==> src/rtl/mem_bus_ctrl_pkg.sv <==
// mem_bus_pkg: shared types and constants for the memory/IO bus controller.
//   - cpu bus command encodings (MNONE/MREAD/MWRITE, plus the illegal code)
//   - controller state enum and decoded target enum
//   - default addresses of the LED register and the switch input
//   - decode_target(): maps a 9-bit word address to its target
package mem_bus_pkg;

    localparam logic [1:0] MNONE    = 2'b00;
    localparam logic [1:0] MREAD    = 2'b01;
    localparam logic [1:0] MWRITE   = 2'b10;
    localparam logic [1:0] MILLEGAL = 2'b11;

    localparam logic [8:0] LED_ADDR_DEFAULT = 9'h100;
    localparam logic [8:0] SW_ADDR_DEFAULT  = 9'h140;

    typedef enum logic [1:0] {
        IDLE   = 2'd0,
        ACCESS = 2'd1,
        RESP   = 2'd2
    } state_t;

    typedef enum logic [1:0] {
        T_RAM = 2'd0,
        T_LED = 2'd1,
        T_SW  = 2'd2,
        T_BAD = 2'd3
    } target_t;

    // The lower half of the address space is RAM; the upper half holds only
    // the two IO registers, everything else up there is an illegal access.
    function automatic target_t decode_target(
        input logic [8:0] addr,
        input logic [8:0] led_addr,
        input logic [8:0] sw_addr
    );
        target_t tgt;
        if (addr[8] == 1'b0) begin
            tgt = T_RAM;
        end else if (addr == led_addr) begin
            tgt = T_LED;
        end else if (addr == sw_addr) begin
            tgt = T_SW;
        end else begin
            tgt = T_BAD;
        end
        return tgt;
    endfunction

endpackage

==> src/rtl/mem_bus_ctrl_sync2.sv <==
// sync2: parameterised-width two-flop synchroniser with asynchronous
// active-high reset. Each bit is synchronised independently; multi-bit
// inputs are assumed to be quasi-static (slide switches).
//   clk    in  1      destination clock
//   reset  in  1      asynchronous active-high reset, clears both stages
//   d      in  WIDTH  asynchronous input
//   q      out WIDTH  synchronised output, two clk edges behind d
module sync2 #(
    parameter int WIDTH = 1
) (
    input  logic             clk,
    input  logic             reset,
    input  logic [WIDTH-1:0] d,
    output logic [WIDTH-1:0] q
);

    logic [WIDTH-1:0] meta_r;
    logic [WIDTH-1:0] sync_r;

    // Two back-to-back flops; only sync_r is safe to use downstream.
    always_ff @(posedge clk or posedge reset) begin
        if (reset) begin
            meta_r <= {WIDTH{1'b0}};
            sync_r <= {WIDTH{1'b0}};
        end else begin
            meta_r <= d;
            sync_r <= meta_r;
        end
    end

    assign q = sync_r;

endmodule

==> src/rtl/mem_bus_ctrl.sv <==
// mem_bus_ctrl: memory/IO bus controller sitting behind the cpu.
// Accepts one MREAD/MWRITE at a time in IDLE, latches it, performs the
// access in ACCESS (RAM, LED register, switch input or illegal address) and
// signals completion with a one-cycle mem_ready pulse in RESP.
//   clk, reset              rising-edge clock, async active-high reset
//   mem_cmd/mem_addr/
//   write_data              cpu command, word address, store data
//   read_data               registered load data, held until the next read
//   mem_ready               registered one-cycle completion pulse
//   ram_addr/ram_din/
//   ram_we/ram_re           synchronous RAM interface (decoded from state)
//   ram_dout                RAM read data, sampled on the RAM_LAT-th rising
//                           edge after the edge that raised ram_re
//   sw                      asynchronous switches (synchronised internally)
//   ledr                    LED register
//   bus_err                 sticky illegal-access flag, cleared only by reset
module mem_bus_ctrl
    import mem_bus_pkg::*;
#(
    parameter int         RAM_LAT  = 1,
    parameter logic [8:0] LED_ADDR = LED_ADDR_DEFAULT,
    parameter logic [8:0] SW_ADDR  = SW_ADDR_DEFAULT
) (
    input  logic        clk,
    input  logic        reset,
    input  logic [1:0]  mem_cmd,
    input  logic [8:0]  mem_addr,
    input  logic [15:0] write_data,
    output logic [15:0] read_data,
    output logic        mem_ready,
    output logic [7:0]  ram_addr,
    output logic [15:0] ram_din,
    output logic        ram_we,
    output logic        ram_re,
    input  logic [15:0] ram_dout,
    input  logic [9:0]  sw,
    output logic [7:0]  ledr,
    output logic        bus_err
);

    // Index of the final ACCESS cycle of a RAM read.
    localparam logic [2:0] LAT_LAST = 3'(RAM_LAT - 1);

    state_t      state_r;
    state_t      state_next_s;
    target_t     tgt_r;
    logic [2:0]  cnt_r;
    logic [8:0]  addr_r;
    logic [15:0] data_r;
    logic        is_write_r;
    logic [15:0] read_data_r;
    logic        mem_ready_r;
    logic [7:0]  ledr_r;
    logic        bus_err_r;
    logic [9:0]  sw_sync_s;

    logic        accept_s;
    logic        illegal_s;
    logic        ram_read_s;
    logic        last_access_s;
    logic        rd_load_s;
    logic [15:0] rd_value_s;
    logic        led_load_s;
    logic        err_set_s;
    logic        ram_re_s;
    logic        ram_we_s;
    logic [7:0]  ram_addr_s;
    logic [15:0] ram_din_s;

    sync2 #(.WIDTH(10)) u_sw_sync (
        .clk   (clk),
        .reset (reset),
        .d     (sw),
        .q     (sw_sync_s)
    );

    // Classify the incoming cpu command.
    always_comb begin
        accept_s  = 1'b0;
        illegal_s = 1'b0;
        case (mem_cmd)
            MREAD, MWRITE: accept_s  = 1'b1;
            MILLEGAL:      illegal_s = 1'b1;
            default: begin
                accept_s  = 1'b0;
                illegal_s = 1'b0;
            end
        endcase
    end

    // A RAM read is the only access that lasts more than one ACCESS cycle.
    always_comb begin
        ram_read_s = (tgt_r == T_RAM) && !is_write_r;
        if (state_r == ACCESS) begin
            last_access_s = !ram_read_s || (cnt_r == LAT_LAST);
        end else begin
            last_access_s = 1'b0;
        end
    end

    // FSM state register.
    always_ff @(posedge clk or posedge reset) begin
        if (reset) begin
            state_r <= IDLE;
        end else begin
            state_r <= state_next_s;
        end
    end

    // FSM next-state logic.
    always_comb begin
        state_next_s = state_r;
        case (state_r)
            IDLE: begin
                if (accept_s) begin
                    state_next_s = ACCESS;
                end else begin
                    state_next_s = IDLE;
                end
            end
            ACCESS: begin
                if (last_access_s) begin
                    state_next_s = RESP;
                end else begin
                    state_next_s = ACCESS;
                end
            end
            RESP:    state_next_s = IDLE;
            default: state_next_s = IDLE;
        endcase
    end

    // FSM outputs: RAM strobes only in the first ACCESS cycle, driven purely
    // from latched values so no cpu input reaches the RAM combinationally.
    always_comb begin
        ram_re_s   = 1'b0;
        ram_we_s   = 1'b0;
        ram_addr_s = 8'h00;
        ram_din_s  = 16'h0000;
        if ((state_r == ACCESS) && (cnt_r == 3'd0) && (tgt_r == T_RAM)) begin
            ram_re_s   = !is_write_r;
            ram_we_s   = is_write_r;
            ram_addr_s = addr_r[7:0];
            ram_din_s  = is_write_r ? data_r : 16'h0000;
        end else begin
            ram_re_s   = 1'b0;
            ram_we_s   = 1'b0;
        end
    end

    // Effects of completing an access, or of an illegal command in IDLE.
    always_comb begin
        rd_load_s  = 1'b0;
        rd_value_s = read_data_r;
        led_load_s = 1'b0;
        err_set_s  = 1'b0;
        if (state_r == IDLE) begin
            err_set_s = illegal_s;
        end else if (last_access_s) begin
            case (tgt_r)
                T_RAM: begin
                    rd_load_s  = !is_write_r;
                    rd_value_s = ram_dout;
                end
                T_LED: begin
                    led_load_s = is_write_r;
                    rd_load_s  = !is_write_r;
                    rd_value_s = {8'h00, ledr_r};
                end
                T_SW: begin
                    rd_load_s  = !is_write_r;
                    rd_value_s = {6'b00_0000, sw_sync_s};
                end
                T_BAD: begin
                    err_set_s  = 1'b1;
                    rd_load_s  = !is_write_r;
                    rd_value_s = 16'h0000;
                end
                default: begin
                    rd_load_s = 1'b0;
                end
            endcase
        end else begin
            rd_load_s = 1'b0;
        end
    end

    // Latch the accepted transaction and run the RAM latency counter.
    always_ff @(posedge clk or posedge reset) begin
        if (reset) begin
            addr_r     <= 9'h000;
            data_r     <= 16'h0000;
            is_write_r <= 1'b0;
            tgt_r      <= T_RAM;
            cnt_r      <= 3'd0;
        end else if ((state_r == IDLE) && accept_s) begin
            addr_r     <= mem_addr;
            data_r     <= write_data;
            is_write_r <= (mem_cmd == MWRITE);
            tgt_r      <= decode_target(mem_addr, LED_ADDR, SW_ADDR);
            cnt_r      <= 3'd0;
        end else if (state_r == ACCESS) begin
            cnt_r      <= cnt_r + 3'd1;
        end else begin
            cnt_r      <= 3'd0;
        end
    end

    // Registered cpu-facing outputs.
    always_ff @(posedge clk or posedge reset) begin
        if (reset) begin
            read_data_r <= 16'h0000;
            mem_ready_r <= 1'b0;
            ledr_r      <= 8'h00;
            bus_err_r   <= 1'b0;
        end else begin
            mem_ready_r <= last_access_s;
            if (rd_load_s) begin
                read_data_r <= rd_value_s;
            end
            if (led_load_s) begin
                ledr_r <= data_r[7:0];
            end
            if (err_set_s) begin
                bus_err_r <= 1'b1;
            end
        end
    end

    assign read_data = read_data_r;
    assign mem_ready = mem_ready_r;
    assign ledr      = ledr_r;
    assign bus_err   = bus_err_r;
    assign ram_re    = ram_re_s;
    assign ram_we    = ram_we_s;
    assign ram_addr  = ram_addr_s;
    assign ram_din   = ram_din_s;

endmodule

==> config.mk <==
export PLATFORM = sky130hd
export DESIGN_NAME = mem_bus_ctrl
export DESIGN_NICKNAME = d
export VERILOG_FILES = /design/src/rtl/mem_bus_ctrl_pkg.sv /design/src/rtl/mem_bus_ctrl_sync2.sv /design/src/rtl/mem_bus_ctrl.sv
export SDC_FILE = /design/constraint.sdc
export NUM_CORES = 1
export LEC_CHECK = 0
export CAP_MARGIN = 20
export CORE_AREA = 2 2 108 110
export CTS_CLUSTER_DIAMETER = 100
export DETAILED_ROUTE_END_ITERATION = 16
export DIE_AREA = 0 0 110 112
export HOLD_SLACK_MARGIN = 0.15
export PLACE_DENSITY_LB_ADDON = 0.08
export SLEW_MARGIN = 20
export SYNTH_ARGS = -nofsm -noshare
export SYNTH_HDL_FRONTEND = slang
export SYNTH_HIERARCHICAL = 1
export SYNTH_SLANG_ARGS = --single-unit
==> constraint.sdc <==
create_clock -name clk -period 2 [get_ports clk]
set_input_delay 0.4 -clock clk [delete_from_list [all_inputs] [get_ports clk]]
set_output_delay 0.4 -clock clk [all_outputs]
set_load 0.05 [all_outputs]
==> impl_metrics.tcl, run 1 <==
set metrics [dict create \
    cts_max_path_buffers 2 \
    drive_gt1_share_pct 29.2 \
    rows 39 \
    synthArstFlopShare_pct 100 \
    synthFlopType "dfrtp_1" \
    fin_ws_ns -0.185 \
    post-route-cell-area_mm2 0.00540 \
    syn_area_mm2 0.00328 \
    worstSkewPairLatency_ns 0.33 \
    drt_iter0_markers 72 \
    design.die.area_mm2 0.0123 \
    relSlewSlack_pct 49.9 \
    tns_ns -4.20 \
    dr.pass1.iters 4 \
    grt_pass1_vias 2568 \
    path_common_cell "buf_6" \
    ant_nets 0 \
    globalRouteOverflowTotal 0 \
    fin_cells 567 \
    cp.required_ns 1.60 \
    seq_area_mm2 0.00195 \
    synth.avg_cell_area_um2 11.3 \
    dp_cells 546 \
    p_leak_nw 2.47 \
    viasPerCell 4.38 \
    grt_setup_unrepaired "true" \
    timing.final.crit_share_pct 109 \
    layout_common_cells "83 x nand2_1, 78 x dfrtp_1, 78 x clkdlybuf4s50_1" \
    core-area_mm2 0.0112 \
    cp_cell_sequence "inv_2, ha_4, nand2b_4, nor4_4, buf_6, buf_6, and3_2, buf_12" \
    whs_ns 0.347 \
    port_buffers 106 \
    path_class "reg -> out" \
    drc_errors 0 \
    max_stage_delay_ns 0.39 \
    worst_setup_path_end_kind "output pin" \
    layout_commonest_cell "nand2_1" \
    yosysUniqueCellTypes 32 \
    status "finished with violations" \
    hold_viol 0 \
    period_minus_slack_ns 2.19 \
    gp_congestion 0.737 \
    synth-seq-cells 78 \
    ys.warnings.count 6 \
    cpMaxStageDelayCell "dfrtp_1" \
    dp_hpwl_um 6150 \
    area_growth_pct 64.6 \
    hold_buffers 0 \
    cts_made_buffers 9 \
    die_height_um 112 \
    syn_nets 350 \
    cts_tree "built" \
    antenna-diode-count 0 \
    drt-wirelength-per-cell_um 15.3 \
    place_area_mm2 0.00490 \
    path_clk_slew_ns 0.06 \
    grt_max_degree 37 \
    initial_utilization_pct 29.4 \
    max_slew.worst_pin.slew_ns 0.750 \
    cap_violations 0 \
    maxSlewViolCount 0 \
    vias 2482 \
    fillers 1052 \
    clock_skew_ns 0.00606 \
    ir_worst_vdd_uv 655 \
    setup_violations 26 \
    p_total_mw 8.00 \
    clock.fmax_ghz 0.458 \
    grt_usage_pct 15.0 \
    fp.dieW_um 110 \
    worstHoldPathType "in -> async" \
    antenna_found_initial 0 \
    cp.arrival_ns 1.79 \
    cts-root-buf "clkbuf_16" \
    syn-instance-count 291 \
    numClockSinks 78 \
    multiInputGateArea_mm2 0.00131 \
    ios 107 \
    ys_seq_area_share_pct 59.5 \
    cellPowerDensity_mw_per_mm2 1480 \
    fin_nets 478 \
    synth_edf_count 0 \
    critPathMaxFanout 6 \
    worstSetupStartpointType "flop" \
    cts_max_level 3 \
    grt_pass1_wl_um 14000 \
    violations "setup timing" \
    wirelength_um 8670 \
]
## critical path, delay by kind of cell, from the launching register on
kind                       cells  cell delay (ns)
buffers and inverters          4             0.52
DFF                            1             0.39
and+or+nand+nor                3             0.42
adders and majority gates      1             0.14
## metal layers
metal,vias to the layer above,GRT usage (%),share of wire [%]
li1,1212,-,-
met3,4,3.28,3.5
met2,45,24.4,51
met1,1221,20.1,45
met4,0,4.05,0.78
met5,-,0,0
## state kept, by name, indices dropped and copies added (netlist names)
register          flops
cnt_r                 3
read_data            16
u_sw_sync/q          10
tgt_r                 2
ledr                  8
u_sw_sync/meta_r     10
data_r               16
mem_ready             1
is_write_r            1
addr_r                8
state_r               2
bus_err               1
## report_power, final
part / internal (mW) / switching (mW)
clock network: 1.22 / 0.630
registers: 2.11 / 0.371
logic: 1.58 / 2.09
## synth_stat cells, drive strengths merged, types with 3 or more instances
| cell type | count | area (µm²) |
|---|---|---|
| and2 | 10 | 62.6 |
| and3 | 16 | 100 |
| buf | 8 | 61.3 |
| clkbuf | 9 | 33.8 |
| dfrtp | 78 | 1950 |
| ha | 4 | 50.1 |
| inv | 12 | 45.0 |
| mux2 | 18 | 233 |
| mux2i | 16 | 160 |
| nand2 | 83 | 312 |
| nor2 | 6 | 25.0 |
| nor2b | 3 | 18.8 |
| nor3 | 3 | 15.0 |
| o2bb2ai | 8 | 70.1 |
## worst paths after layout
path                                        to           startpoint  depth (start not counted)  slack, ns
max                                 ram_din[8]             cnt_r[0]                          8      -0.19
min                        u_sw_sync/meta_r[5]                reset                          2       0.35
max reg2reg                            ledr[0]             tgt_r[0]                          4       0.09
min reg2reg                     u_sw_sync/q[1]  u_sw_sync/meta_r[1]                          0       0.35
max in group asynchronous           state_r[1]                reset                          3       1.09
min in group clk                u_sw_sync/q[1]  u_sw_sync/meta_r[1]                          0       0.35
## kinds of logic after synthesis
logic type	synth area share [%]
compound gates	4.23
xor+xnor	0.267
fa+ha+maj	1.53
buf+inv	4.27
flops	59.5
mux	12.0
simple gates	18.2
## what timing repair did
action,4_1_cts,5_1_grt
setup endpoints to repair,26,26
setup buffers,3,0
resized for setup,16,13
pin swaps,1,0
gates cloned,1,1
## metrics by stage
stage | setup slack, ns | utilization, %
finish | -0.185 | 48.3
global route | -0.258 | 48.3
CTS | -0.239 | 47.6
detailed placement | -0.142 | 43.9
global placement | -0.111 | 43.9
floorplan | 0.0264 | -
## final cells by class
| class | count | share of cell area, % |
|---|---|---|
| Timing Repair Buffer | 134 | 29.2 |
| Multi-Input combinational cell | 184 | 24.3 |
| Sequential cell | 78 | 36.1 |
| Clock inverter | 6 | 2.04 |
| Inverter | 12 | 0.834 |
| Clock buffer | 10 | 4.24 |
| Tap cell | 143 | 3.31 |
Power figures use the tool's default switching activity.
==> run 2: changes to the inputs <==
- GPL_TIMING_DRIVEN: default -> 0
==> impl_metrics.tcl, run 2 (same netlist as run 1, synthesis figures left out) <==
set metrics [dict create \
    status "finished with violations" \
    violations "setup timing" \
    clock.fmax_ghz 0.435 \
    dr.pass1.iters 3 \
    maxSlewViolCount 0 \
    seqPwrFrac_pct 31.9 \
    dp_cells 541 \
    vias 2485 \
    cts_max_path_buffers 2 \
    worstHoldPathType "reg -> reg" \
    regToRegStartpoint "state_r[1]" \
    cp.arrival_ns 1.90 \
    holdPathStages 0 \
    relSlewSlack_pct 50.2 \
    antenna-diode-count 0 \
    ios 107 \
    internal_power_mw 4.63 \
    p_leak_nw 2.45 \
    globalRouteOverflowTotal 0 \
    fillers 1055 \
    holdPathEnd "u_sw_sync/q[8]" \
    ir_worst_vdd_uv 652 \
    clock_skew_ns 0.00797 \
    worstSetupStartpointType "flop" \
    worstSkewPairLatency_ns 0.33 \
    cts_max_level 3 \
    port_buffers 106 \
    initial_utilization_pct 29.4 \
    antenna_found_initial 0 \
    p_total_mw 7.72 \
    numClockSinks 78 \
    cts_tree "built" \
    hold_buffers 0 \
    switchingPower_mw 3.09 \
    cp.required_ns 1.60 \
    hold_viol 0 \
    fp.dieW_um 110 \
    grt_pass1_wl_um 13400 \
    layout_common_cells "83 x nand2_1, 76 x dfrtp_1, 76 x clkdlybuf4s50_1" \
    period_minus_slack_ns 2.30 \
    core-area_mm2 0.0112 \
    setup_violations 26 \
    cellPowerDensity_mw_per_mm2 1480 \
    fin_util_pct 46.6 \
    gp_congestion 0.709 \
    wirelength_um 8560 \
    worst_setup_path_end_kind "output pin" \
    cts-root-buf "clkbuf_16" \
    layout_commonest_cell "nand2_1" \
    drc_errors 0 \
    area_growth_pct 58.6 \
    die_height_um 112 \
    grt_usage_pct 14.5 \
    path_clk_slew_ns 0.06 \
    p_clk_share_pct 21.6 \
    fin_cells 568 \
    max_slew.worst_pin.slew_ns 0.747 \
    critPathMaxFanout 5 \
    place_area_mm2 0.00457 \
    tns_ns -6.70 \
    grt_max_degree 35 \
    cts_made_buffers 9 \
    cap_violations 0 \
    fin_nets 479 \
    grt_pass1_vias 2483 \
    drt_iter0_markers 53 \
    fin_ws_ns -0.297 \
    dp_hpwl_um 6020 \
    design.die.area_mm2 0.0123 \
    post-route-cell-area_mm2 0.00520 \
    viasPerCell 4.38 \
    rr_endpoint "ledr[4]" \
    rrSetupSlack_ns 0.11 \
    combPwrFrac_pct 46.5 \
    swShare_pct 40.0 \
    rr_worst_depth 7 \
    grt_setup_unrepaired "true" \
    drt-wirelength-per-cell_um 15.1 \
    timing.final.crit_share_pct 115 \
    hold_start "u_sw_sync/meta_r[8]" \
    drive_gt1_share_pct 27.8 \
    path_class "reg -> out" \
    ant_nets 0 \
    rows 39 \
]
==> run 2: cell types whose count changed in the layout (fill, tap and decap cells not counted), moves of 3 or more <==
cell,delta
buf_12,-26
buf_8,+19
buf_4,-12
buf_6,+10
and3_1,+3
and3_2,-3
clkbuf_2,+3
dlymetal6s2s_1,+3
inv_2,-3
==> run 2: worst max path at each step <==
stage                       end  slack (ns)  cells past startpoint       start
global route        ram_din[14]       -0.35                      7  state_r[1]
CTS                  ram_din[8]       -0.35                      8    cnt_r[0]
floorplan           ram_din[10]        0.03                      6    cnt_r[0]
detailed placement  ram_addr[6]       -1.01                      7    cnt_r[0]
global placement      data_r[9]       -1.21                      2       reset
finish               ram_din[5]       -0.30                      7  state_r[1]
==> run 2: per-layer routing <==
layer	share of wire (%)	wire, µm	GRT usage [%]	up-vias
met2	51	4350	24.0	50
met5	0	0	0	-
li1	-	-	-	1211
met3	3.7	316	3.69	10
met4	1.2	101	3.63	0
met1	44	3790	18.9	1214
==> run 2: power by group through the flow <==
stage	sequential (mW)	combinational, mW	clock [mW]
after floorplan	3.10	1.55	0
after global placement	2.47	3.26	0
after detailed placement	2.48	3.28	0
after CTS	2.46	3.49	1.71
after global routing	2.54	3.85	1.79
final	2.47	3.59	1.67
==> run 2: per-stage QoR <==
step           setup slack, ns  hold slack (ns)
2_1_floorplan           0.0264            0.331
3_3_place_gp             -1.21            0.332
3_5_place_dp             -1.01            0.336
4_1_cts                 -0.351            0.349
5_1_grt                 -0.351            0.354
6_report                -0.297            0.347
==> run 2: layout make-up <==
class | count | area [µm²] | share of cell area, %
Sequential cell | 78 | 1950 | 37.6
Multi-Input combinational cell | 184 | 1310 | 25.2
Timing Repair Buffer | 119 | 1280 | 24.7
Clock buffer | 11 | 253 | 4.86
Tap cell | 143 | 179 | 3.44
Buffer | 16 | 119 | 2.28
Clock inverter | 5 | 57.6 | 1.11
Inverter | 12 | 47.5 | 0.914
==> run 2: critical path, cell delays in order (launching register included) <==
cell      delay, ns
dfrtp_2        0.42
nand2b_4       0.14
buf_6          0.12
nor4_4         0.25
buf_6          0.18
buf_6          0.13
and3_4         0.19
buf_8          0.14
==> run 2: what timing repair did <==
action                                  in CTS  in global routing
endpoints found under the setup margin      54                 49
pin swaps                                    2                  3
resized for setup                          206                 42
cloned                                       2                  0
buffers inserted                             5                  6
